`config.mk`:
```
export PLATFORM = sky130hd
export DESIGN_NAME = ram
export DESIGN_NICKNAME = d
export VERILOG_FILES = /design/src/rtl/ram.sv
export SDC_FILE = /design/constraint.sdc
export NUM_CORES = 1
export LEC_CHECK = 0
export ABC_CLOCK_PERIOD_IN_PS = 4600
export CAP_MARGIN = 20
export CORE_MARGIN = 5
export CORE_UTILIZATION = 38
export CTS_CLUSTER_DIAMETER = 30
export DETAILED_ROUTE_END_ITERATION = 10
export HOLD_SLACK_MARGIN = 0.05
export MAX_ROUTING_LAYER = met4
export PLACE_DENSITY = 0.51
export SLEW_MARGIN = 0
export SYNTH_ARGS = -nofsm -noshare
export SYNTH_HDL_FRONTEND = slang
export SYNTH_SLANG_ARGS = --single-unit
```
`constraint.sdc`:
```
create_clock -name clk -period 4.6 [get_ports clk]
set_clock_uncertainty 0.05 [all_clocks]
set_input_delay 1.15 -clock clk [delete_from_list [all_inputs] [get_ports clk]]
set_output_delay 1.15 -clock clk [all_outputs]
set_load 0.005 [all_outputs]
```
`src/rtl/ram.sv`:
```
// ---------------------------------------------------------------------------
// ram -- UART-controlled 2^ADDR_W x 8 register memory.
//
// A byte arriving on rx is interpreted by a two-state parser:
//   CMD : C[7]=1 latches address C[ADDR_W-1:0] and waits for a data byte;
//         C[7]=0 returns mem[C[ADDR_W-1:0]] on tx as one 8N1 frame.
//   DATA: the next good byte is written to the latched address.
// A one-entry pending register absorbs a read that arrives while tx is busy.
//
// Ports
//   clk             system clock, all state on the rising edge
//   nRst            asynchronous active-low reset
//   rx              UART receive line (asynchronous, 8N1, LSB first)
//   sw2, sw1, sw0   address select for the LED display (asynchronous)
//   tx              UART transmit line, idle high
//   led4            activity: receive in progress, transmit or pending busy
//   led3..led0      low nibble of mem[{0, sw2, sw1, sw0}]
// ---------------------------------------------------------------------------
module ram #(
  parameter int CLKS_PER_BIT = 434,
  parameter int ADDR_W       = 4
) (
  input  logic clk,
  input  logic nRst,
  input  logic rx,
  input  logic sw2,
  input  logic sw1,
  input  logic sw0,
  output logic tx,
  output logic led4,
  output logic led3,
  output logic led2,
  output logic led1,
  output logic led0
);

  localparam int DEPTH = 1 << ADDR_W;
  localparam int CNT_W = $clog2(CLKS_PER_BIT + 1);
  localparam int MID   = (CLKS_PER_BIT - 1) / 2;
  localparam int LAST  = CLKS_PER_BIT - 1;

  typedef enum logic [2:0] {
    RX_DISARM, RX_IDLE, RX_START, RX_DATA, RX_STOP
  } rx_state_t;

  typedef enum logic {P_CMD, P_DATA} parse_state_t;

  // ---------------- input synchronizers ----------------
  logic [1:0] r_rx_sync;
  logic [2:0] r_sw_meta, r_sw_sync;
  logic       w_rx;

  // NOTE: sequential state uses non-blocking assignments so every flop
  // samples pre-edge values regardless of statement order.
  always_ff @(posedge clk or negedge nRst) begin
    if (!nRst) begin
      r_rx_sync <= '0;
      r_sw_meta <= '0;
      r_sw_sync <= '0;
    end else begin
      r_rx_sync <= {r_rx_sync[0], rx};
      r_sw_meta <= {sw2, sw1, sw0};
      r_sw_sync <= r_sw_meta;
    end
  end

  assign w_rx = r_rx_sync[1];

  // ---------------- receiver ----------------
  rx_state_t        r_rx_state;
  logic [CNT_W-1:0] r_rx_cnt;
  logic [2:0]       r_rx_bit;
  logic [7:0]       r_rx_shift;
  logic             r_rx_valid;

  // RX_DISARM counts consecutive high cycles; a line that is low at or
  // after reset (or after a framing error) must idle a full bit first.
  always_ff @(posedge clk or negedge nRst) begin
    if (!nRst) begin
      r_rx_state <= RX_DISARM;
      r_rx_cnt   <= '0;
      r_rx_bit   <= '0;
      r_rx_shift <= '0;
      r_rx_valid <= 1'b0;
    end else begin
      r_rx_valid <= 1'b0;
      unique case (r_rx_state)
        RX_DISARM: begin
          if (!w_rx) begin
            r_rx_cnt <= '0;
          end else if (r_rx_cnt == CNT_W'(LAST)) begin
            r_rx_cnt   <= '0;
            r_rx_state <= RX_IDLE;
          end else begin
            r_rx_cnt <= r_rx_cnt + CNT_W'(1);
          end
        end
        RX_IDLE: begin
          if (!w_rx) begin
            r_rx_cnt   <= '0;
            r_rx_state <= RX_START;
          end
        end
        RX_START: begin
          if (r_rx_cnt == CNT_W'(MID)) begin
            // Still low at mid-bit: real start bit. Otherwise a glitch.
            r_rx_cnt   <= '0;
            r_rx_bit   <= '0;
            r_rx_state <= w_rx ? RX_IDLE : RX_DATA;
          end else begin
            r_rx_cnt <= r_rx_cnt + CNT_W'(1);
          end
        end
        RX_DATA: begin
          if (r_rx_cnt == CNT_W'(LAST)) begin
            r_rx_cnt   <= '0;
            r_rx_shift <= {w_rx, r_rx_shift[7:1]};
            if (r_rx_bit == 3'd7) r_rx_state <= RX_STOP;
            else                  r_rx_bit   <= r_rx_bit + 3'd1;
          end else begin
            r_rx_cnt <= r_rx_cnt + CNT_W'(1);
          end
        end
        RX_STOP: begin
          if (r_rx_cnt == CNT_W'(LAST)) begin
            r_rx_cnt <= '0;
            if (w_rx) begin
              r_rx_valid <= 1'b1;
              r_rx_state <= RX_IDLE;
            end else begin
              r_rx_state <= RX_DISARM;
            end
          end else begin
            r_rx_cnt <= r_rx_cnt + CNT_W'(1);
          end
        end
        default: r_rx_state <= RX_DISARM;
      endcase
    end
  end

  // ---------------- parser and memory ----------------
  parse_state_t      r_pstate;
  logic [ADDR_W-1:0] r_addr;
  logic [7:0]        r_mem [DEPTH];
  logic              w_wr_en, w_cmd_rd;
  logic [ADDR_W-1:0] w_rd_addr, w_sw_addr;
  logic [7:0]        w_rd_data;

  assign w_wr_en   = r_rx_valid && (r_pstate == P_DATA);
  assign w_cmd_rd  = r_rx_valid && (r_pstate == P_CMD) && !r_rx_shift[7];
  assign w_rd_addr = r_rx_shift[ADDR_W-1:0];
  assign w_sw_addr = ADDR_W'(r_sw_sync);
  // Write-through so a same-cycle write is visible to the read response.
  assign w_rd_data = (w_wr_en && (r_addr == w_rd_addr)) ? r_rx_shift
                                                        : r_mem[w_rd_addr];

  always_ff @(posedge clk or negedge nRst) begin
    if (!nRst) begin
      r_pstate <= P_CMD;
      r_addr   <= '0;
    end else if (r_rx_valid) begin
      if (r_pstate == P_DATA) begin
        r_pstate <= P_CMD;
      end else if (r_rx_shift[7]) begin
        r_addr   <= r_rx_shift[ADDR_W-1:0];
        r_pstate <= P_DATA;
      end
    end
  end

  // NOTE: the memory is small and must read back as zero after reset, so it
  // is built from resettable flops rather than an inferred RAM macro.
  always_ff @(posedge clk or negedge nRst) begin
    if (!nRst) begin
      for (int i = 0; i < DEPTH; i++) r_mem[i] <= '0;
    end else if (w_wr_en) begin
      r_mem[r_addr] <= r_rx_shift;
    end
  end

  // ---------------- transmitter with one-entry pending ----------------
  logic             r_tx, r_tx_busy, r_pend_valid;
  logic [8:0]       r_tx_shift;
  logic [7:0]       r_pend_data;
  logic [CNT_W-1:0] r_tx_cnt;
  logic [3:0]       r_tx_nbit;

  always_ff @(posedge clk or negedge nRst) begin
    if (!nRst) begin
      r_tx         <= 1'b1;
      r_tx_busy    <= 1'b0;
      r_tx_shift   <= '1;
      r_tx_cnt     <= '0;
      r_tx_nbit    <= '0;
      r_pend_valid <= 1'b0;
      r_pend_data  <= '0;
    end else if (!r_tx_busy) begin
      if (r_pend_valid || w_cmd_rd) begin
        // Older pending response goes first; a new one takes its slot.
        r_tx         <= 1'b0;
        r_tx_busy    <= 1'b1;
        r_tx_cnt     <= '0;
        r_tx_nbit    <= '0;
        r_tx_shift   <= {1'b1, r_pend_valid ? r_pend_data : w_rd_data};
        r_pend_valid <= r_pend_valid && w_cmd_rd;
        r_pend_data  <= w_rd_data;
      end
    end else begin
      if (r_tx_cnt == CNT_W'(LAST)) begin
        r_tx_cnt <= '0;
        if (r_tx_nbit == 4'd9) begin
          r_tx      <= 1'b1;
          r_tx_busy <= 1'b0;
        end else begin
          r_tx       <= r_tx_shift[0];
          r_tx_shift <= {1'b1, r_tx_shift[8:1]};
          r_tx_nbit  <= r_tx_nbit + 4'd1;
        end
      end else begin
        r_tx_cnt <= r_tx_cnt + CNT_W'(1);
      end
      // Response during a frame: park it, or drop it if the slot is full.
      if (w_cmd_rd && !r_pend_valid) begin
        r_pend_valid <= 1'b1;
        r_pend_data  <= w_rd_data;
      end
    end
  end

  // ---------------- status LEDs ----------------
  logic [3:0] r_led;
  logic       r_led4;

  always_ff @(posedge clk or negedge nRst) begin
    if (!nRst) begin
      r_led  <= '0;
      r_led4 <= 1'b0;
    end else begin
      r_led  <= r_mem[w_sw_addr][3:0];
      r_led4 <= (r_rx_state == RX_START) || (r_rx_state == RX_DATA) ||
                (r_rx_state == RX_STOP)  || r_tx_busy || r_pend_valid;
    end
  end

  assign tx   = r_tx;
  assign led4 = r_led4;
  assign {led3, led2, led1, led0} = r_led;

endmodule

```
# Word-level counts from Yosys, hierarchy flattened
# Cells that the tools add are included.
dict set report classes {
  add_sub_neg 4
  multipliers 0
  div 0
  order_cmp 4
  eq_ne 21
  shift 0
  mux 60
  n_bitwise 4
  reduce_logical 27
}
# cell count
set ops {}
lappend ops {{128-bit bitwise mux} 1}
lappend ops {{9-bit two-way mux} 11}
lappend ops {{8-bit binary-select mux with 4-bit select} 2}
lappend ops {{8-bit two-way mux} 8}
lappend ops {{9-bit one-hot mux with 4 select lines} 1}
lappend ops {{8-bit demux with 4-bit select} 1}
lappend ops {{3-bit two-way mux} 10}
lappend ops {{4-bit two-way mux} 6}
lappend ops {{9-bit by 1-bit adder with 9-bit output (second input constant)} 2}
lappend ops {{9-bit == test (second input constant)} 2}
lappend ops {{2-bit != test (second input constant)} 9}
lappend ops {{1-bit two-way mux} 17}
lappend ops {{5-bit greater-or-equal comparator (second input constant)} 3}
lappend ops {{3-bit one-hot mux with 5 select lines} 1}
lappend ops {{4-bit inverter with 5-bit output} 2}
lappend ops {{9-bit by 8-bit == test with 1-bit output (second input constant)} 1}
lappend ops {{2-bit AND reduction} 4}
lappend ops {{1-bit logical AND} 7}
lappend ops {{7-bit AND reduction} 1}
lappend ops {{3-bit by 2-bit == test with 1-bit output (second input constant)} 2}
lappend ops {{3-bit == test (second input constant)} 2}
lappend ops {{3-bit one-hot mux with 2 select lines} 1}
lappend ops {{3-bit AND reduction} 2}
lappend ops {{1-bit logical OR} 5}
lappend ops {{other kinds (16)} 19}
dict set report totals {
  reg_bits 203
  latch_bits 0
  ramBits 0
  mem_bits_ro 0
  n_memories 0
}

# Longest topological paths before layout
dict set report depth {
  ltp_word 8
  depth_mapped 8
  ltp_nobuf 7
}

# Worst setup path before layout
# OpenSTA, ideal clock, no wires.
dict set report synth_path {
  path_kind {reg2reg}
  startpoint {register r_rx_shift[1]}
  endpoint {register r_pend_data[0]}
  setup_time_ns 0.137
  t_arrival_ns 1.811
  slack_ns 2.602
  path_stages_with_launch 9
  cell_sequence {dfrtp_1 buf_2 buf_2 buf_2 mux4_2 a22oi_1 nand3_1 mux2i_1 a21oi_1}
}
dict set report synth_via {
  elab_chain_cells 7
}
# item line
set synth_lines {}
lappend synth_lines {{from (decl)} 73} ;# logic [7:0] r_rx_shift;
lappend synth_lines {{from (signal assigned)} 117} ;# r_rx_shift <= {w_rx, r_rx_shift[7:1]};
lappend synth_lines {{4-bit inverter with 5-bit output (not written as such)} 156} ;# : r_mem[w_rd_addr];
lappend synth_lines {{8-bit binary-select mux with 4-bit select} 156}
lappend synth_lines {{8-bit two-way mux (not written as such) (2 in a row)} 156}
lappend synth_lines {{8-bit two-way mux *} 155} ;# assign w_rd_data = (w_wr_en && (r_addr == w_rd_addr)) ? r_rx_shift
lappend synth_lines {{8-bit two-way mux, on equally long branches} {199, 224}}
lappend synth_lines {{8-bit two-way mux *} 198} ;# end else if (!r_tx_busy) begin
lappend synth_lines {{to (signal assigned)} 207} ;# r_pend_data <= w_rd_data;
lappend synth_lines {{to (signal assigned)} 226} ;# r_pend_data <= w_rd_data;
lappend synth_lines {{to (decl)} 185} ;# logic [7:0] r_pend_data;
# Mark *: on every way between the ends. The rest lies on a longest branch, timed or not. The select of a mux whose other input is x is not followed.
# A chain may end at the register's enable or synchronous reset.

# Worst setup path in the final report
dict set report layout_path {
  startpoint {register r_tx (netlist: tx)}
  endpoint {output tx}
}
# item line
set layout_lines {}
lappend layout_lines {{from (decl)} 183} ;# logic r_tx, r_tx_busy, r_pend_valid;
lappend layout_lines {{from (signal assigned)} 216} ;# r_tx <= r_tx_shift[0];
lappend layout_lines {{to (decl)} 29} ;# output logic tx,
# No word-level cell between the ends.

==> impl_metrics.py <==
metrics = {
    "floorplan": {
        "die_w_um": 168,
        "core_area_sq_um": 24900,
        "top_level_ports": 12,
        "row_count": 58,
        "initial_core_util_pct": 38.2,
        "die_y_um": 168,
        "dieArea_sq_um": 28300,
    },
    "timing": {
        "hold_viol": 0,
        "min_period_over_period_pct": 60.0,
        "fin_setup_tns_ns": 0,
        "slew_headroom_pct": 24.6,
        "fmaxAchievable_ghz": 0.362,
        "setup_viol": 0,
        "tightest_slew_ns": 1.13,
        "rsz0062_at_grt": "false",
        "period_minus_slack_ns": 2.76,
        "drv_slew": 0,
    },
    "synth": {
        "synthCells": 698,
        "synthAdderAreaFrac_pct": 1.29,
        "synth-simple-area-share_pct": 7.72,
        "synth_cell_types": 57,
        "yosysWarnings": 0,
        "ys_top_cells_by_area": "dfrtp_1, mux2_2, mux4_2, dfstp_2, o21ai_0",
        "syn_area_per_cell_sq_um": 13.6,
        "synth_top_family_by_area": "multiplexers",
        "synthesis.area_sq_um": 9510,
        "async_reset_ff_share_pct": 100,
        "synthMuxAreaShare_pct": 28.1,
        "yosys.area_share.xor_xnor_pct": 0.645,
        "synth_edf_count": 0,
        "synth_top_cell_by_area": "dfrtp_1",
        "synth_ff_type": "dfrtp_1",
        "synth_compound_gate_area_share_pct": 6.58,
        "ys_seq_elements": 202,
        "syn-num-nets": 713,
        "yosysSeqAreaShare_pct": 53.3,
        "yosys.area.top_type_share_pct": 50.8,
    },
    "pwr": {
        "ir_drop_mv": 0.251,
        "p_int_mw": 4.13,
        "clkPwrFrac_pct": 64.4,
        "power_frac_comb_pct": 1.1,
        "p_sw_share_pct": 20.7,
        "power_switching_mw": 1.08,
        "p_per_area_nw_per_um2": 450,
        "power_frac_seq_pct": 34.5,
        "leakage_nw": 5.30,
    },
    "place": {
        "dpl-instance-area_sq_um": 9930,
        "gp_congestion": 0.823,
        "dp.cells": 1004,
        "hpwl_mm": 14.3,
        "port_buffers": 11,
    },
    "setup_path": {
        "start_kind": "flip-flop",
        "path_cells": "clkdlybuf4s50_1",
        "r2r-start": "r_rx_shift[0]",
        "crit_family": "flip-flops",
        "path_depth": 1,
        "path_buf_inv": 1,
        "reg2reg_depth": 5,
        "cpPeakStageDelay_ns": 0.54,
        "reg2reg_to": "r_pend_data[7]",
        "cp_max_fo": 3,
        "critical_path_class": "reg -> out",
        "cp-end-kind": "primary output",
        "crit_slowest_cell": "dfstp_2",
        "cp.required_ns": 3.40,
        "crit_arrival_ns": 1.56,
        "r2r_slack_ns": 1.96,
    },
    "status": {
        "status": "finished, final reports clean",
    },
    "detailed_routing": {
        "ant_nets": 0,
        "wire_per_inst_um": 20.5,
        "routed_wl_mm": 22.4,
        "drcViolationCount": 0,
        "num_vias": 5923,
        "routed_via_density": 5.42,
        "drt_iter0_markers": 353,
        "drtPass1Iterations": 5,
    },
    "clock_network": {
        "clkTransAtPathRegs_ns": 0.04,
        "numCtsBuffers": 47,
        "cts_root_buf": "clkbuf_16",
        "cts_tree": "done",
        "cts.sink_count": 202,
        "clockBufferDepth": 3,
        "holdBufCountCts": 0,
        "post_cts_buffers": 0,
        "clock_latency_ns": 0.52,
        "cts_resized": 0,
        "cts_max_level": 2,
    },
    "global_route": {
        "grt-ovfl-total": 0,
        "antenna_found_initial": 0,
        "grt_usage_pct": 16.5,
        "grt_pass1_wl_mm": 35.8,
        "grt_max_degree": 118,
        "grt_pass1_vias": 6283,
    },
    "layout": {
        "final_cell_mix": "dfrtp_1, mux2_2, clkbuf_16, mux4_2, o21ai_0",
        "final_common_cell": "dfrtp_1",
        "fin_cells": 1093,
        "postLayoutCellArea_sq_um": 11600,
        "antennaDiodeCount": 0,
        "areaGrowthSynthToFinish_pct": 21.8,
        "drive_gt1_share_pct": 38.5,
        "nets": 740,
    },
    "min_path": {
        "hp-start": "r_sw_meta[0]",
        "whs_path_depth": 0,
        "holdCritPathClass": "reg -> reg",
        "hold_path_end": "r_sw_sync[0]",
    },
    "run": {
        "cap_violations": 0,
    },
}
-- cell families (layout without fill, tap and decap cells) --
group | Yosys count | in the layout
DFF | 202 | 202
and+or+nand+nor | 137 | 137
buffers and inverters | 53 | 118
muxes | 197 | 197
AOI/OAI and AO/OA | 92 | 92
adders and majority gates | 10 | 10
xor gates and xnor gates | 7 | 7
-- power groups by stage --
stage / Sequential [mW] / Combinational (mW) / Clock [mW]
global route: 1.80 / 0.0668 / 3.54
finish: 1.80 / 0.0564 / 3.36
detailed placement: 1.82 / 0.0591 / 0
global placement: 1.82 / 0.0575 / 0
CTS: 1.80 / 0.0594 / 3.43
floorplan: 1.82 / 0.0157 / 0
-- cell usage after synthesis (4+ instances only) --
cell type and n:
mux2i_1 15, nand3b_1 7, nand2_1 32, dfrtp_1 193, mux2_2 140, o22ai_1 4
xnor2_1 4, nor2b_1 12, a22o_1 14, o21ai_0 33, nand3_1 14, o21ai_1 5
nand2b_1 7, clkbuf_1 29, a222oi_1 5, nor2_1 31, a21oi_1 8, and3_1 11
mux4_2 42, buf_2 11, dfstp_2 9, ha_1 9, inv_1 9
-- layout make-up --
cell class,instances,area (sq um)
Sequential cell,202,5070
Multi-Input combinational cell,443,4220
Inverter,9,33.8
Clock buffer,63,1350
Clock inverter,24,290
Tap cell,330,413
Fill cell,2215,13300
Timing Repair Buffer,22,213
-- how the worst max path moves through the flow --
stage,startpoint,endpoint,slack [ns]
floorplan,r_rx_shift[1],r_pend_data[0],2.60
global placement,r_rx_shift[0],r_pend_data[7],1.97
detailed placement,r_rx_shift[0],r_pend_data[7],1.93
CTS,tx,tx,1.81
global route,tx,tx,1.80
finish,tx,tx,1.84
-- registers in the layout, indices dropped and copies added, names as in the netlist --
name,cells
r_mem,128
r_rx_cnt,9
r_tx_cnt,9
r_pend_data,8
r_rx_shift,8
r_tx_shift,8
r_addr,4
r_led,4
r_tx_nbit,4
r_rx_bit,3
r_rx_state,3
r_sw_meta,3
r_sw_sync,3
r_rx_sync,2
led4,1
r_pend_valid,1
r_pstate,1
r_rx_valid,1
r_tx_busy,1
tx,1
-- routing by layer --
metal | routed length (um) | up-vias | share of wire [%] | global-route usage (%)
li1 | - | 2677 | - | -
met1 | 9920 | 3084 | 44 | 21.2
met2 | 11100 | 123 | 49 | 26.7
met3 | 953 | 39 | 4.3 | 3.47
met4 | 471 | 0 | 2.1 | 4.83
met5 | 0 | - | 0 | -
-- through the flow --
stage	setup WS, ns	power [mW]	hold slack, ns	utilization [%]
CTS	1.81	5.29	0.300	46.5
detailed placement	1.93	1.88	0.291	39.9
global placement	1.97	1.88	0.284	39.9
floorplan	2.60	1.83	0.281	-
finish	1.84	5.21	0.299	46.5
global route	1.80	5.40	0.303	46.5
Note: power is estimated with default switching activity, not from simulation.
